File: src/rtl/low_frequency_apb.sv
// Destination-side half of the APB async bridge: syncs the request toggle,
// runs one APB3/APB4 transfer and toggles b_ready_req back when it completes.
//
// Ports:
//   b_pclk, b_prst_n       b-domain clock, async active-low reset
//   a_apb_req              request toggle from the a-domain (async)
//   write/addr/wdata/      payload, held stable by the a-side while a
//   prot/strb              request is outstanding
//   b_ready_req            completion toggle to the a-domain
//   rdata                  registered read data for the a-domain
//   b_p*                   APB master bus (registered outputs)
module low_frequency_apb #(
    parameter int ADDR_WD = 32,
    parameter int DATA_WD = 32,
    parameter int STRB_WD = 4,
    parameter int PROT_WD = 3
) (
    input  logic               b_pclk,
    input  logic               b_prst_n,
    input  logic               a_apb_req,
    input  logic               write,
    input  logic [ADDR_WD-1:0] addr,
    input  logic [DATA_WD-1:0] wdata,
    input  logic [PROT_WD-1:0] prot,
    input  logic [STRB_WD-1:0] strb,
    output logic               b_ready_req,
    output logic [DATA_WD-1:0] rdata,
    output logic               b_psel,
    output logic               b_penable,
    output logic               b_pwrite,
    output logic [ADDR_WD-1:0] b_paddr,
    output logic [DATA_WD-1:0] b_pwdata,
    output logic [PROT_WD-1:0] b_pprot,
    output logic [STRB_WD-1:0] b_pstrb,
    input  logic [DATA_WD-1:0] b_prdata,
    input  logic               b_pready
);

    typedef enum logic [1:0] {
        IDLE,
        SETUP,
        ACCESS
    } state_t;

    state_t state;
    logic   q1, q2, q3;
    logic   req_edge;
    logic   pending;

    // q1 may go metastable; q2/q3 are settled, so their difference marks
    // exactly one toggle of the a-side request.
    always_ff @(posedge b_pclk or negedge b_prst_n) begin
        if (!b_prst_n) begin
            q1 <= 1'b0;
            q2 <= 1'b0;
            q3 <= 1'b0;
        end else begin
            q1 <= a_apb_req;
            q2 <= q1;
            q3 <= q2;
        end
    end

    assign req_edge = q2 ^ q3;

    always_ff @(posedge b_pclk or negedge b_prst_n) begin
        if (!b_prst_n) begin
            state       <= IDLE;
            pending     <= 1'b0;
            b_psel      <= 1'b0;
            b_penable   <= 1'b0;
            b_pwrite    <= 1'b0;
            b_paddr     <= '0;
            b_pwdata    <= '0;
            b_pprot     <= '0;
            b_pstrb     <= '0;
            rdata       <= '0;
            b_ready_req <= 1'b0;
        end else begin
            unique case (state)
                IDLE: begin
                    if (req_edge || pending) begin
                        b_pwrite <= write;
                        b_paddr  <= addr;
                        b_pwdata <= wdata;
                        b_pprot  <= prot;
                        b_pstrb  <= strb;
                        b_psel   <= 1'b1;
                        pending  <= 1'b0;
                        state    <= SETUP;
                    end
                end
                SETUP: begin
                    // An early request is remembered once; extras are dropped.
                    if (req_edge) pending <= 1'b1;
                    b_penable <= 1'b1;
                    state     <= ACCESS;
                end
                ACCESS: begin
                    if (req_edge) pending <= 1'b1;
                    if (b_pready) begin
                        b_psel    <= 1'b0;
                        b_penable <= 1'b0;
                        // rdata settles on the toggle edge; the a-side sees
                        // the toggle only after its own synchroniser.
                        if (!b_pwrite) rdata <= b_prdata;
                        b_ready_req <= ~b_ready_req;
                        state       <= IDLE;
                    end
                end
                default: state <= IDLE;
            endcase
        end
    end

endmodule

File: config.mk
export PLATFORM = sky130hd
export DESIGN_NAME = low_frequency_apb
export DESIGN_NICKNAME = d
export VERILOG_FILES = /design/src/rtl/low_frequency_apb.sv
export SDC_FILE = /design/constraint.sdc
export NUM_CORES = 1
export LEC_CHECK = 0
export BUFFER_PORTS_ARGS = -buffer_cell sky130_fd_sc_hd__buf_2
export CAP_MARGIN = 20
export CORE_UTILIZATION = 49
export CTS_CLUSTER_DIAMETER = 80
export CTS_CLUSTER_SIZE = 28
export DETAILED_ROUTE_END_ITERATION = 12
export PLACE_DENSITY_LB_ADDON = 0.05
export SYNTH_ARGS = -nofsm -noshare
export SYNTH_HDL_FRONTEND = slang
export SYNTH_SLANG_ARGS = --single-unit
File: constraint.sdc
create_clock -name b_pclk -period 5.8 [get_ports b_pclk]
set_clock_uncertainty 0.2 [all_clocks]
set_input_delay 0.87 -clock b_pclk [delete_from_list [all_inputs] [get_ports b_pclk]]
set_output_delay 0.87 -clock b_pclk [all_outputs]
set_load 0.05 [all_outputs]
## After elaboration in Yosys (flattened, before gate mapping)

Cells that the tools add are included.

- Reductions and logical operators: 13
- Muxes and demuxes: 10
- Bitwise logic cells: 3
- Equal/unequal tests: 5

Operators by type and width:

| kind | count |
|---|---|
| 3-bit AND reduction | 3 |
| 2-bit AND reduction | 4 |
| 1-bit case mux with 2 select lines | 3 |
| 2-bit case mux with 3 select lines | 1 |
| 2-bit nonzero test | 3 |
| 1-bit two-way mux | 4 |
| 2-bit two-way mux | 2 |
| 2-bit != test, second input constant | 2 |
| 2-bit by 1-bit equality test with 1-bit output, second input constant | 1 |
| 2-bit equality test, second input constant | 1 |
| 2-bit zero test | 1 |
| 2-bit by 1-bit != test with 1-bit output, second input constant | 1 |
| 1-bit NOT | 2 |
| 2-bit OR reduction | 1 |
| 1-bit logical OR | 1 |
| 1-bit XOR | 1 |

- Register bits after elaboration: 113
- Output and inout bits: 107
- Word-level logic and storage cells: 45
- Input port bits: 108

## Depth between registers and ports, before layout

- Word-level depth: 4
- Mapped depth: 7
- Mapped depth without buffers: 5

## Worst setup path before layout

Ideal clock, no wire load.

- Path kind: input -> register
- Start: input b_pready
- End: register rdata[2]
- Stages: 5
- Data required time: 5472 ps
- Arrival time: 1715 ps
- Path slack: 3757 ps
- Setup time: 128 ps
- Cell sequence: nand2_1 > or2_1 > clkbuf_2 > buf_6 > mux2_1

- Cells in the longest elaborated chain, start to end: 1

Ends and longest elaborated chain:

| element | RTL line | RTL |
|---|---|---|
| start, declared | 36 | `input logic b_pready` |
| 3-bit AND reduction (no source line) | -- |  |
| end signal, assigned | 106 | `if (!b_pwrite) rdata <= b_prdata;` |
| end, declared | 27 | `output logic [DATA_WD-1:0] rdata,` |

No other way between the ends.
A chain may end at the register's enable or synchronous reset.

## Final worst setup path

- Start: register q3
- End: register b_paddr[25]

- Cells in the longest elaborated chain, start to end: 3

Ends and longest elaborated chain:

| element | RTL line | RTL |
|---|---|---|
| start, declared | 46 | `logic q1, q2, q3;` |
| start signal, assigned | 60 | `q3 <= q2;` |
| 1-bit XOR | 64 | `assign req_edge = q2 ^ q3;` |
| 1-bit logical OR | 82 | `if (req_edge \|\| pending) begin` |
| 2-bit AND reduction (no source line) | -- |  |
| end signal, assigned | 84 | `b_paddr <= addr;` |
| end, declared | 31 | `output logic [ADDR_WD-1:0] b_paddr,` |

No other way between the ends.

==> flow_summary.yaml <==
global_route:
  wire_length_of_the_first_global_routing_pass_um: 12800
  grt_pass1_vias: 2680
  number_of_antenna_violations_at_the_first_check_in_global_routing: 0
  overflow: 0
  grt_start_max_net_pins: 65
  groute.usage.overall_pct: 19.1
sta:
  final-max-slew-violation-count: 0
  report.final.setup_viol: 0
  report.final.hold_viol_count: 0
  min_period_over_period_pct: 46.5
  postLayoutSetupSlackWorst_ns: 3.10
  worst_pin_slew_ns: 0.925
  rsz0062_at_grt: "no"
  fin_tns_setup_ns: 0
  timing.max_slew.rel_slack_pct: 38.1
  finalWorstPathRequiredPeriod_ns: 2.70
  fmax_mhz: 371
clock_tree:
  cts_hold_repair.buffers: 0
  cts_inserted_buffers: 17
  clockBufferDepth: 2
  postCtsSetupRepairBufs: 0
  clockRootBuffer: "clkbuf_8"
  cts.repair.resized: 0
  insertion_delay_ns: 0.50
  ctsHtreeMaxLevel: 4
  clk_pin_slew_ns: 0.06
  tritoncts: "done"
  clock-sinks: 113
place:
  port-buffer-count: 214
  hpwl_um: 6320
  post_place_setup_slack_ns: 3.05
  place_congestion: 0.782
critical_path:
  endpoint_of_the_most_critical_register_to_register_path: "b_paddr[25]"
  crit_path_start_kind: "flip-flop"
  max_stage_delay_cell_worst_path: "o21ai_4"
  crit_path_max_fanout: 46
  timing.critical_path.required_ns: 5.98
  worst-endpoint-arrival_ns: 2.88
  nature_of_the_critical_path_endpoint: "flip-flop"
  cp_cell_sequence: "xor2_1, o21ai_4, buf_4, mux2_2"
  critical_path.endpoint: "b_paddr[25]"
  reg2reg_launch_point: "q3"
  number_of_cells_on_the_worst_reg_to_reg_path: 4
  cpPeakStageDelay_ns: 0.74
  rrSetupSlack_ns: 3.10
  critical_path_class: "flip-flop to flip-flop"
  critical_path.startpoint: "q3"
final_layout:
  fillers: 651
  antenna_cells: 0
  fin_nets: 593
  layout-drive-gt1-share_pct: 71.5
  area_growth_pct: 39.4
route:
  totalWireLength_um: 8890
  first_iter_violations: 63
  route.detailed.wl_per_inst_um: 14.8
  route.top_layer_used: "met4"
  m1WireLength_um: 3570
  detail_route.drc_violations: 0
  met3_wirelength_um: 992
  vias: 2862
  final_antenna_net_count: 0
  drt_first_pass_iters: 3
  met2WireLength_um: 4260
  vias_per_cell: 4.75
floorplan:
  io_pins: 215
  dieWidth_um: 96.4
  die-area_mm2: 0.00929
  starting_density_pct: 50.3
  core-area_mm2: 0.00868
  die_height_um: 96.4
  floorplan.rows: 34
logic_synthesis:
  postSynthCellCount: 256
  synth.cell_area_mm2: 0.00437
  synth.lib_cells_used.distinct: 21
  synth_sequential_area_ratio_pct: 64.8
  avgSynthCellArea_um2: 17.1
  yosys_warnings: 0
  syn-num-nets: 368
  synth_seq_cells: 113
hold_path:
  holdCritPathClass: "flip-flop to flip-flop"
job:
  max_cap_violations: 0
outcome:
  status: "finished, final reports clean"
[Yosys cell counts]
library cell	number	share of area [%]
a21bo_2	1	0.23
a21oi_1	1	0.11
buf_6	3	0.77
clkbuf_2	1	0.11
clkbuf_8	7	2.2
dfrtp_1	113	65
ha_1	4	1.1
inv_1	4	0.34
mux2_1	2	0.52
mux2_2	98	25
mux2_4	6	2.1
nand2_1	1	0.086
nand3_1	2	0.23
nor2_1	1	0.086
nor2b_1	3	0.43
o21ai_0	3	0.34
o21ai_4	1	0.37
o22ai_1	1	0.14
or2_1	1	0.14
xnor2_1	2	0.40
xor2_1	1	0.20
[worst max-delay path, delay by kind of cell, from the launching register on]
| family | cells | cell delay (ns) |
|---|---|---|
| AOI/OAI and AO/OA | 1 | 0.74 |
| xor gates and xnor gates | 1 | 0.21 |
| buffers and inverters | 1 | 0.63 |
| muxes | 1 | 0.40 |
| DFF | 1 | 0.40 |
[sequential cells by signal, indices dropped and copies added, names as in the netlist]
signal	cells
b_psel	1
q1	1
b_pstrb	4
b_paddr	32
b_penable	1
state	2
b_pprot	3
rdata	32
b_ready_req	1
q3	1
b_pwrite	1
q2	1
pending	1
b_pwdata	32
[layer usage]
| layer | GRT usage [%] | vias up |
|---|---|---|
| met4 | 7.72 | 0 |
| li1 | - | 1347 |
| met1 | 22.4 | 1372 |
| met5 | 0 | - |
| met3 | 9.86 | 7 |
| met2 | 29.8 | 136 |
[final cells by class]
type | count | area, um^2 | area share (%)
flip-flops and latches | 113 | 2830 | 46.5
repair buffers | 217 | 1100 | 18.0
clock buffers | 20 | 435 | 7.16
inverters | 4 | 15.0 | 0.247
multi-input cells | 128 | 1390 | 22.8
well taps | 108 | 135 | 2.22
clock inverters | 12 | 188 | 3.08
[cells in the final DEF, fill, tap and decap left out, drive strengths merged, types with 2 or more instances in the layout]
cell and instances:
nand3 2, dfrtp 113, clkbuf 20, ha 4
xnor2 2, clkinv 6, o21ai 4, buf 217
inv 4, mux2 106, nor2b 3, bufinv 5
[how the worst min path moves through the flow]
stage	startpoint	to	cells after the start
after detailed placement	q1	q2	0
after CTS	q1	q2	0
after floorplan	q1	q2	0
final	q1	q2	0
after global placement	q1	q2	0
after global routing	q1	q2	0
[stage by stage]
| stage | util (%) | instance area, um^2 | std cells | hold slack, ns |
|---|---|---|---|---|
| 4_1_cts | 70.1 | 6080 | 602 | 0.154 |
| 5_1_grt | 70.1 | 6080 | 602 | 0.159 |
| 3_5_place_dp | 62.9 | 5460 | 570 | 0.140 |
| 6_report | 70.1 | 6080 | 602 | 0.152 |
| 2_1_floorplan | - | 4370 | 256 | 0.131 |
| 3_3_place_gp | 62.9 | 5460 | 570 | 0.137 |
[cells by family after synthesis]
group	after synthesis	synth area share, %
mux	106	27.9
compound gates	7	1.20
buf+inv	15	3.44
flops	113	64.8
simple gates	8	0.974
xor+xnor	3	0.602
fa+ha+maj	4	1.15
Power is not shown: default switching activity piles up to over one toggle a cycle in this logic, so the estimate is an artifact.
